## config.mk

```make
export PLATFORM = sky130hd
export DESIGN_NAME = pwm_register_bank
export DESIGN_NICKNAME = d
export VERILOG_FILES = /design/src/rtl/pwm_register_bank.sv
export SDC_FILE = /design/constraint.sdc
export NUM_CORES = 2
export LEC_CHECK = 0
export CAP_MARGIN = 10
export CORE_MARGIN = 2
export CORE_UTILIZATION = 60
export DETAILED_ROUTE_END_ITERATION = 7
export DONT_BUFFER_PORTS = 1
export PLACE_DENSITY_LB_ADDON = 0.05
export SYNTH_ARGS = -nofsm -noshare
export SYNTH_HDL_FRONTEND = slang
export SYNTH_SLANG_ARGS = --single-unit
```

## constraint.sdc

```tcl
create_clock -name clk_psc_i -period 7.2 [get_ports clk_psc_i]
set_input_delay 1.08 -clock clk_psc_i [delete_from_list [all_inputs] [get_ports clk_psc_i]]
set_output_delay 1.08 -clock clk_psc_i [all_outputs]
set_load 0.005 [all_outputs]
```

## src/rtl/pwm_register_bank.sv

```systemverilog
// ---------------------------------------------------------------------------
// pwm_register_bank
//
// Register file between the I2C slave bus interface and NUM_CORES PWM cores
// (two channels per core). Every timing register has a bus-visible preload
// copy and a core-driving active copy. Preload moves to active per core on a
// counter-overflow event, immediately while the core is stopped, or on an
// explicit UPD write. A key sequence (A5, 55, AA) locks/unlocks the core
// windows. STATUS holds per-core update-pending bits plus a sticky error.
//
// Optional feature macro: PWM_REG_ACTIVE_READBACK_EN
//   defined   : reads at addr[7]=1 to a core window return the active copy
//   undefined : every addr[7]=1 address is unmapped
//
// Ports
//   clk_psc_i        clock
//   rst_n_i          synchronous active-low reset
//   wr_en_i/rd_en_i  bus write / read strobes
//   addr_i           8-bit register address
//   wr_data_i        write data (WIDTH)
//   rd_data_o        read data, valid while rd_valid_o=1, held otherwise
//   rd_valid_o       one-cycle pulse the cycle after rd_en_i
//   err_o            one-cycle pulse after a rejected or unmapped access
//   update_evt_i     per-core counter-overflow pulses
//   cen_o            counter enables
//   psc_o/arr_o      active prescaler / auto-reload, core c at [c*WIDTH +: WIDTH]
//   cmp_start_o/cmp_end_o  active compares, channel k at [k*WIDTH +: WIDTH]
//   dtg_o/cfg_o      active dead-time / config, channel k at [k*8 +: 8]
// ---------------------------------------------------------------------------
module pwm_register_bank #(
  parameter int WIDTH     = 16,
  parameter int NUM_CORES = 4
) (
  input  logic                         clk_psc_i,
  input  logic                         rst_n_i,
  input  logic                         wr_en_i,
  input  logic                         rd_en_i,
  input  logic [7:0]                   addr_i,
  input  logic [WIDTH-1:0]             wr_data_i,
  output logic [WIDTH-1:0]             rd_data_o,
  output logic                         rd_valid_o,
  output logic                         err_o,
  input  logic [NUM_CORES-1:0]         update_evt_i,
  output logic [NUM_CORES-1:0]         cen_o,
  output logic [NUM_CORES*WIDTH-1:0]   psc_o,
  output logic [NUM_CORES*WIDTH-1:0]   arr_o,
  output logic [2*NUM_CORES*WIDTH-1:0] cmp_start_o,
  output logic [2*NUM_CORES*WIDTH-1:0] cmp_end_o,
  output logic [2*NUM_CORES*8-1:0]     dtg_o,
  output logic [2*NUM_CORES*8-1:0]     cfg_o
);

  localparam int NUM_CH = 2 * NUM_CORES;

  localparam logic [WIDTH-1:0] KEY_LOCK   = WIDTH'(16'h00A5);
  localparam logic [WIDTH-1:0] KEY_STEP   = WIDTH'(16'h0055);
  localparam logic [WIDTH-1:0] KEY_UNLOCK = WIDTH'(16'h00AA);

  typedef enum logic [1:0] {
    LOCK_UNLOCKED = 2'd0,
    LOCK_LOCKED   = 2'd1,
    LOCK_KEY1     = 2'd2
  } lock_state_e;

  // Preload (bus side) and active (core side) copies
  logic [WIDTH-1:0] psc_pre_q   [NUM_CORES];
  logic [WIDTH-1:0] psc_pre_d   [NUM_CORES];
  logic [WIDTH-1:0] arr_pre_q   [NUM_CORES];
  logic [WIDTH-1:0] arr_pre_d   [NUM_CORES];
  logic [WIDTH-1:0] psc_act_q   [NUM_CORES];
  logic [WIDTH-1:0] psc_act_d   [NUM_CORES];
  logic [WIDTH-1:0] arr_act_q   [NUM_CORES];
  logic [WIDTH-1:0] arr_act_d   [NUM_CORES];
  logic [WIDTH-1:0] start_pre_q [NUM_CH];
  logic [WIDTH-1:0] start_pre_d [NUM_CH];
  logic [WIDTH-1:0] end_pre_q   [NUM_CH];
  logic [WIDTH-1:0] end_pre_d   [NUM_CH];
  logic [WIDTH-1:0] start_act_q [NUM_CH];
  logic [WIDTH-1:0] start_act_d [NUM_CH];
  logic [WIDTH-1:0] end_act_q   [NUM_CH];
  logic [WIDTH-1:0] end_act_d   [NUM_CH];
  logic [7:0]       dtg_pre_q   [NUM_CH];
  logic [7:0]       dtg_pre_d   [NUM_CH];
  logic [7:0]       cfg_pre_q   [NUM_CH];
  logic [7:0]       cfg_pre_d   [NUM_CH];
  logic [7:0]       dtg_act_q   [NUM_CH];
  logic [7:0]       dtg_act_d   [NUM_CH];
  logic [7:0]       cfg_act_q   [NUM_CH];
  logic [7:0]       cfg_act_d   [NUM_CH];

  logic [NUM_CORES-1:0] cen_q, cen_d;
  logic [NUM_CORES-1:0] pend_q, pend_d;
  logic                 serr_q, serr_d;
  lock_state_e          lock_q, lock_d;
  logic [WIDTH-1:0]     rd_data_q, rd_data_d;
  logic                 rd_valid_q, rd_valid_d;
  logic                 err_q, err_d;

  // Address decode
  logic [6:0] win_off_s;
  logic [2:0] win_core_s;
  logic [3:0] win_idx_s;
  logic       win_hit_s;

  // Read path
  logic [WIDTH-1:0] rd_val_s;
  logic             rd_err_s;
  logic             rd_win_s;
  logic             rd_act_s;

  // Write path
  logic                 wr_ctrl_s;
  logic                 wr_key_s;
  logic                 wr_stat_s;
  logic                 wr_win_s;
  logic                 wr_unmapped_s;
  logic                 locked_s;
  logic                 key_err_s;
  logic                 err_s;
  logic [NUM_CORES-1:0] pend_set_s;
  logic [NUM_CORES-1:0] upd_s;
  logic [NUM_CORES-1:0] xfer_s;

  // Core-window decode of addr_i[6:0]; callers qualify with addr_i[7].
  always_comb begin
    win_off_s  = addr_i[6:0] - 7'd8;
    win_core_s = win_off_s[6:4];
    win_idx_s  = win_off_s[3:0];
    if ((addr_i[6:0] >= 7'd8) && (int'(win_core_s) < NUM_CORES) && (win_idx_s <= 4'd10)) begin
      win_hit_s = 1'b1;
    end else begin
      win_hit_s = 1'b0;
    end
  end

  // Read data mux: preload copies, or active copies for readback addresses.
  always_comb begin
    rd_val_s = '0;
    rd_err_s = 1'b0;
    rd_win_s = 1'b0;
    rd_act_s = 1'b0;
    if (addr_i[7] == 1'b0) begin
      if (addr_i[6:0] == 7'd0) begin
        rd_val_s[NUM_CORES-1:0] = cen_q;
      end else if (addr_i[6:0] == 7'd1) begin
        rd_val_s = '0;
      end else if (addr_i[6:0] == 7'd2) begin
        rd_val_s[NUM_CORES-1:0] = pend_q;
        rd_val_s[15]            = serr_q;
      end else if (win_hit_s) begin
        rd_win_s = 1'b1;
      end else begin
        rd_err_s = 1'b1;
      end
    end else begin
`ifdef PWM_REG_ACTIVE_READBACK_EN
      if (win_hit_s) begin
        rd_win_s = 1'b1;
        rd_act_s = 1'b1;
      end else begin
        rd_err_s = 1'b1;
      end
`else
      rd_err_s = 1'b1;
`endif
    end
    if (rd_win_s) begin
      for (int c = 0; c < NUM_CORES; c++) begin
        if (win_core_s == 3'(c)) begin
          case (win_idx_s)
            4'd0:    rd_val_s = rd_act_s ? psc_act_q[c] : psc_pre_q[c];
            4'd1:    rd_val_s = rd_act_s ? arr_act_q[c] : arr_pre_q[c];
            4'd2:    rd_val_s = rd_act_s ? start_act_q[2*c] : start_pre_q[2*c];
            4'd3:    rd_val_s = rd_act_s ? end_act_q[2*c] : end_pre_q[2*c];
            4'd4:    rd_val_s = WIDTH'(rd_act_s ? dtg_act_q[2*c] : dtg_pre_q[2*c]);
            4'd5:    rd_val_s = WIDTH'(rd_act_s ? cfg_act_q[2*c] : cfg_pre_q[2*c]);
            4'd6:    rd_val_s = rd_act_s ? start_act_q[2*c+1] : start_pre_q[2*c+1];
            4'd7:    rd_val_s = rd_act_s ? end_act_q[2*c+1] : end_pre_q[2*c+1];
            4'd8:    rd_val_s = WIDTH'(rd_act_s ? dtg_act_q[2*c+1] : dtg_pre_q[2*c+1]);
            4'd9:    rd_val_s = WIDTH'(rd_act_s ? cfg_act_q[2*c+1] : cfg_pre_q[2*c+1]);
            default: rd_val_s = '0;  // UPD reads as zero
          endcase
        end else begin
          // other cores do not drive the read value
        end
      end
    end else begin
      // non-window address: value already set above
    end
  end

  // Write classification, per-core pending-set / UPD / transfer requests.
  always_comb begin
    wr_ctrl_s     = wr_en_i && (addr_i == 8'd0);
    wr_key_s      = wr_en_i && (addr_i == 8'd1);
    wr_stat_s     = wr_en_i && (addr_i == 8'd2);
    wr_win_s      = wr_en_i && !addr_i[7] && win_hit_s;
    wr_unmapped_s = wr_en_i && !(wr_ctrl_s || wr_key_s || wr_stat_s || wr_win_s);
    locked_s      = (lock_q != LOCK_UNLOCKED);
    pend_set_s    = '0;
    upd_s         = '0;
    xfer_s        = '0;
    for (int c = 0; c < NUM_CORES; c++) begin
      if (wr_win_s && !locked_s && (win_core_s == 3'(c))) begin
        pend_set_s[c] = (win_idx_s != 4'd10);
        upd_s[c]      = (win_idx_s == 4'd10);
      end else begin
        pend_set_s[c] = 1'b0;
        upd_s[c]      = 1'b0;
      end
      // A stopped core bypasses the shadow as soon as something is pending.
      xfer_s[c] = (pend_q[c] && (update_evt_i[c] || !cen_q[c])) || upd_s[c];
    end
  end

  // Lock FSM next state; in KEY1 any write other than KEY=AA relocks with error.
  always_comb begin
    lock_d    = lock_q;
    key_err_s = 1'b0;
    case (lock_q)
      LOCK_UNLOCKED: begin
        if (wr_key_s && (wr_data_i == KEY_LOCK)) begin
          lock_d = LOCK_LOCKED;
        end else begin
          lock_d = LOCK_UNLOCKED;
        end
      end
      LOCK_LOCKED: begin
        if (wr_key_s && (wr_data_i == KEY_STEP)) begin
          lock_d = LOCK_KEY1;
        end else begin
          lock_d = LOCK_LOCKED;
        end
      end
      LOCK_KEY1: begin
        if (wr_key_s && (wr_data_i == KEY_UNLOCK)) begin
          lock_d = LOCK_UNLOCKED;
        end else if (wr_en_i) begin
          lock_d    = LOCK_LOCKED;
          key_err_s = 1'b1;
        end else begin
          lock_d = LOCK_KEY1;
        end
      end
      default: begin
        lock_d = LOCK_LOCKED;
      end
    endcase
  end

  // Register next-state: preload writes, transfers, status, read pipeline.
  always_comb begin
    psc_pre_d   = psc_pre_q;
    arr_pre_d   = arr_pre_q;
    psc_act_d   = psc_act_q;
    arr_act_d   = arr_act_q;
    start_pre_d = start_pre_q;
    end_pre_d   = end_pre_q;
    start_act_d = start_act_q;
    end_act_d   = end_act_q;
    dtg_pre_d   = dtg_pre_q;
    cfg_pre_d   = cfg_pre_q;
    dtg_act_d   = dtg_act_q;
    cfg_act_d   = cfg_act_q;
    pend_d      = pend_q;

    err_s = wr_unmapped_s || (wr_win_s && locked_s) || key_err_s || (rd_en_i && rd_err_s);

    if (wr_ctrl_s) begin
      cen_d = wr_data_i[NUM_CORES-1:0];
    end else begin
      cen_d = cen_q;
    end

    for (int c = 0; c < NUM_CORES; c++) begin
      // Transfer copies the preload as it was before this cycle's write.
      if (xfer_s[c]) begin
        psc_act_d[c]       = psc_pre_q[c];
        arr_act_d[c]       = arr_pre_q[c];
        start_act_d[2*c]   = start_pre_q[2*c];
        end_act_d[2*c]     = end_pre_q[2*c];
        dtg_act_d[2*c]     = dtg_pre_q[2*c];
        cfg_act_d[2*c]     = cfg_pre_q[2*c];
        start_act_d[2*c+1] = start_pre_q[2*c+1];
        end_act_d[2*c+1]   = end_pre_q[2*c+1];
        dtg_act_d[2*c+1]   = dtg_pre_q[2*c+1];
        cfg_act_d[2*c+1]   = cfg_pre_q[2*c+1];
      end else begin
        // active copy holds
      end

      // A new write re-arms pending even if a transfer happens this cycle.
      if (pend_set_s[c]) begin
        pend_d[c] = 1'b1;
      end else if (xfer_s[c] || (wr_stat_s && wr_data_i[c])) begin
        pend_d[c] = 1'b0;
      end else begin
        pend_d[c] = pend_q[c];
      end

      if (pend_set_s[c]) begin
        case (win_idx_s)
          4'd0:    psc_pre_d[c]       = wr_data_i;
          4'd1:    arr_pre_d[c]       = wr_data_i;
          4'd2:    start_pre_d[2*c]   = wr_data_i;
          4'd3:    end_pre_d[2*c]     = wr_data_i;
          4'd4:    dtg_pre_d[2*c]     = wr_data_i[7:0];
          4'd5:    cfg_pre_d[2*c]     = wr_data_i[7:0];
          4'd6:    start_pre_d[2*c+1] = wr_data_i;
          4'd7:    end_pre_d[2*c+1]   = wr_data_i;
          4'd8:    dtg_pre_d[2*c+1]   = wr_data_i[7:0];
          4'd9:    cfg_pre_d[2*c+1]   = wr_data_i[7:0];
          default: begin
          end
        endcase
      end else begin
        // preload holds
      end
    end

    // A new error wins over a W1C of the sticky bit.
    if (err_s) begin
      serr_d = 1'b1;
    end else if (wr_stat_s && wr_data_i[15]) begin
      serr_d = 1'b0;
    end else begin
      serr_d = serr_q;
    end

    rd_valid_d = rd_en_i;
    if (rd_en_i) begin
      rd_data_d = rd_val_s;
    end else begin
      rd_data_d = rd_data_q;
    end
    err_d = err_s;
  end

  // State registers with synchronous active-low reset.
  always_ff @(posedge clk_psc_i) begin
    if (!rst_n_i) begin
      for (int c = 0; c < NUM_CORES; c++) begin
        psc_pre_q[c] <= '0;
        arr_pre_q[c] <= '1;
        psc_act_q[c] <= '0;
        arr_act_q[c] <= '1;
      end
      for (int k = 0; k < NUM_CH; k++) begin
        start_pre_q[k] <= '0;
        end_pre_q[k]   <= '0;
        start_act_q[k] <= '0;
        end_act_q[k]   <= '0;
        dtg_pre_q[k]   <= 8'd1;
        cfg_pre_q[k]   <= 8'd0;
        dtg_act_q[k]   <= 8'd1;
        cfg_act_q[k]   <= 8'd0;
      end
      cen_q      <= '0;
      pend_q     <= '0;
      serr_q     <= 1'b0;
      lock_q     <= LOCK_UNLOCKED;
      rd_data_q  <= '0;
      rd_valid_q <= 1'b0;
      err_q      <= 1'b0;
    end else begin
      psc_pre_q   <= psc_pre_d;
      arr_pre_q   <= arr_pre_d;
      psc_act_q   <= psc_act_d;
      arr_act_q   <= arr_act_d;
      start_pre_q <= start_pre_d;
      end_pre_q   <= end_pre_d;
      start_act_q <= start_act_d;
      end_act_q   <= end_act_d;
      dtg_pre_q   <= dtg_pre_d;
      cfg_pre_q   <= cfg_pre_d;
      dtg_act_q   <= dtg_act_d;
      cfg_act_q   <= cfg_act_d;
      cen_q       <= cen_d;
      pend_q      <= pend_d;
      serr_q      <= serr_d;
      lock_q      <= lock_d;
      rd_data_q   <= rd_data_d;
      rd_valid_q  <= rd_valid_d;
      err_q       <= err_d;
    end
  end

  // Pack active copies onto the flat core-facing buses.
  always_comb begin
    psc_o       = '0;
    arr_o       = '0;
    cmp_start_o = '0;
    cmp_end_o   = '0;
    dtg_o       = '0;
    cfg_o       = '0;
    for (int c = 0; c < NUM_CORES; c++) begin
      psc_o[c*WIDTH +: WIDTH] = psc_act_q[c];
      arr_o[c*WIDTH +: WIDTH] = arr_act_q[c];
    end
    for (int k = 0; k < NUM_CH; k++) begin
      cmp_start_o[k*WIDTH +: WIDTH] = start_act_q[k];
      cmp_end_o[k*WIDTH +: WIDTH]   = end_act_q[k];
      dtg_o[k*8 +: 8]               = dtg_act_q[k];
      cfg_o[k*8 +: 8]               = cfg_act_q[k];
    end
  end

  assign cen_o      = cen_q;
  assign rd_data_o  = rd_data_q;
  assign rd_valid_o = rd_valid_q;
  assign err_o      = err_q;

endmodule

```

==> flow_summary.json <==
{
  "status": "finished with violations",
  "violations": "max-slew violations",
  "avgSynthCellArea_um2": 8.33,
  "cts_buffer_depth": 3,
  "hp-start": "cmp_end_o[51]",
  "relSlewSlack_pct": -211,
  "stdcell_count": 6035,
  "required_ps": 7770,
  "ys.flop_type": "dfxtp_1",
  "synth_area_mm2": 0.0442,
  "drt_iter0_markers": 6465,
  "cp-start-kind": "input pin",
  "cts_made_buffers": 105,
  "ant_nets": 0,
  "max-vdd-ir-drop_uv": 263,
  "cp_max_fo": 1160,
  "synth_edf_count": 0,
  "initial_utilization_pct": 60.6,
  "post-route-util_pct": 65.1,
  "drtPass1Iterations": 8,
  "synth_nets": 5346,
  "async_reset_ff_share_pct": 0,
  "num-nets-final": 5022,
  "cts_resized": 0,
  "portBuffers": 0,
  "synth.ff_latch_count": 1053,
  "die_area_mm2": 0.0759,
  "min_period_over_period_pct": 74.4,
  "gp_congestion": 1.02,
  "hold_class": "flip-flop to flip-flop",
  "h-tree-depth": 3,
  "path_class": "input pin to flip-flop",
  "die_w_um": 276,
  "routed_via_density": 6.60,
  "worstMarginPinSlew_ps": 4670,
  "arrival_ps": 5930,
  "min_period_ps": 5360,
  "leakagePower_nw": 16.5,
  "cap_violations": 0,
  "rsz0062_at_grt": "false",
  "fin_skew_ps": 31.4,
  "grt_max_degree": 1161,
  "syn_inst": 5312,
  "post_cts_buffers": 0,
  "drv_slew": 838,
  "ctsRootBufferMaster": "clkbuf_16",
  "timing.rr.start": "lock_q[0]",
  "vias": 39800,
  "grt_pass1_vias": 35900,
  "wl_per_cell_um": 29.2,
  "clk_latency_ps": 700,
  "cp-end-kind": "flip-flop",
  "hold_violations": 0,
  "route.detailed.drc": 0,
  "drive_above_1_share_pct": 6.21,
  "dieHeight_um": 276,
  "grt.total_usage_pct": 44.5,
  "dp_cells": 5839,
  "final.setup.tns_ps": 0,
  "path_clk_slew_ps": 60,
  "ctsHoldBuffers": 0,
  "cts_tree": "built",
  "synthDistinctLibCells": 79,
  "ios": 566,
  "fmax_ghz": 0.187,
  "place_hpwl_mm": 115,
  "p_per_area_mw_per_mm2": 249,
  "synth-seq-area-share_pct": 47.6,
  "grt_pass1_wl_mm": 250,
  "cp-startpoint": "rst_n_i",
  "syn_to_final_growth_pct": 7.37,
  "yosysWarnings": 0,
  "drt_wl_total_mm": 176,
  "finalSetupViolCount": 0,
  "fp-row-count": 99,
  "antenna_found_initial": 11,
  "coreArea_mm2": 0.0730,
  "grt-ovfl-total": 0,
  "clock-sinks": 1053
}
flip-flops by register name, summed over array words and instances (netlist names), 128 cells and up:
register     flops
start_pre_q    128
cmp_end_o      128
end_pre_q      128
cmp_start_o    128
area by class of cell:
class / count / area, um2
fillers: 6320 / 25500
multi-input cells: 3746 / 21200
flip-flops and latches: 1053 / 21100
clock buffers: 156 / 3070
well taps: 959 / 1200
repair buffers: 69 / 537
clock inverters: 36 / 400
inverters: 13 / 48.8
diodes: 3 / 7.51
where the power goes:
part / internal [W] / switching (W) / leakage, nW
Sequential: 0.00584 / 0.0000170 / 8.49
Clock: 0.00317 / 0.00240 / 1.73
Combinational: 0.000171 / 0.000257 / 6.29
through the flow:
step / hold slack (ps) / worst slack, ps / cell area (um2) / total power (W)
floorplan: 438 / 2800 / 44200 / 0.00637
global placement: 456 / 2080 / 44000 / 0.00637
detailed placement: 458 / 1990 / 44000 / 0.00637
CTS: 473 / 2590 / 47500 / 0.0118
global route: 490 / 2210 / 47500 / 0.0121
finish: 470 / 1840 / 47500 / 0.0119
cell usage in the layout, fill, tap and decap left out, drive strengths merged, types with 13 or more instances in the layout:
| cell type | count |
|---|---|
| dfxtp | 1053 |
| mux2i | 168 |
| a22o | 26 |
| o22ai | 29 |
| clkbuf | 157 |
| mux2 | 25 |
| o21ai | 381 |
| a31oi | 13 |
| a21boi | 670 |
| clkinv | 29 |
| a21oi | 43 |
| nand3 | 392 |
| inv | 14 |
| buf | 68 |
| nor3 | 16 |
| nor2 | 76 |
| nor2b | 129 |
| a22oi | 86 |
| nand2 | 1462 |
cells in the mapped netlist (25+ instances only):
library cell,n,share of area (%)
nand3_1,387,4.4
o21ai_0,381,4.3
nand2_1,1462,12
nor2_1,76,0.64
dfxtp_1,1053,48
a22oi_1,86,1.5
mux2_2,25,0.64
nor2b_1,129,1.8
a22o_1,26,0.51
a21oi_1,43,0.49
mux2i_1,168,3.8
o22ai_1,29,0.41
clkbuf_1,307,2.6
buf_2,143,1.6
buf_1,37,0.31
a21boi_0,669,11
critical path, stage by stage:
cell and delay (ps):
nand4_1 2230, nor3_1 190, a22o_1 250
metal layers:
| layer | track usage (%) | wire length [um] |
|---|---|---|
| met1 | 58.9 | 66500 |
| met2 | 63.0 | 72400 |
| met3 | 18.0 | 27600 |
| met4 | 21.1 | 9830 |
| met5 | 0 | 106 |
worst paths after layout:
kind | slack (ps) | end | cells past startpoint
max | 1840 | rd_data_o[8] | 3
max reg2reg | 3080 | cmp_start_o[106] | 7
min reg2reg | 470 | cmp_end_o[51] | 2
min | 470 | cmp_end_o[51] | 2
cell families after synthesis:
group | after synthesis | share of synthesized area (%)
AO/OA/AOI/OAI | 1384 | 21.5
XOR/XNOR | 2 | 0.0396
adder cells (fa/ha/maj) | 2 | 0.0565
buffers and inverters | 513 | 4.86
flip-flops | 1053 | 47.6
multiplexers | 205 | 5.05
AND/OR/NAND/NOR | 2153 | 20.9
(Power assumes the default switching activity.)
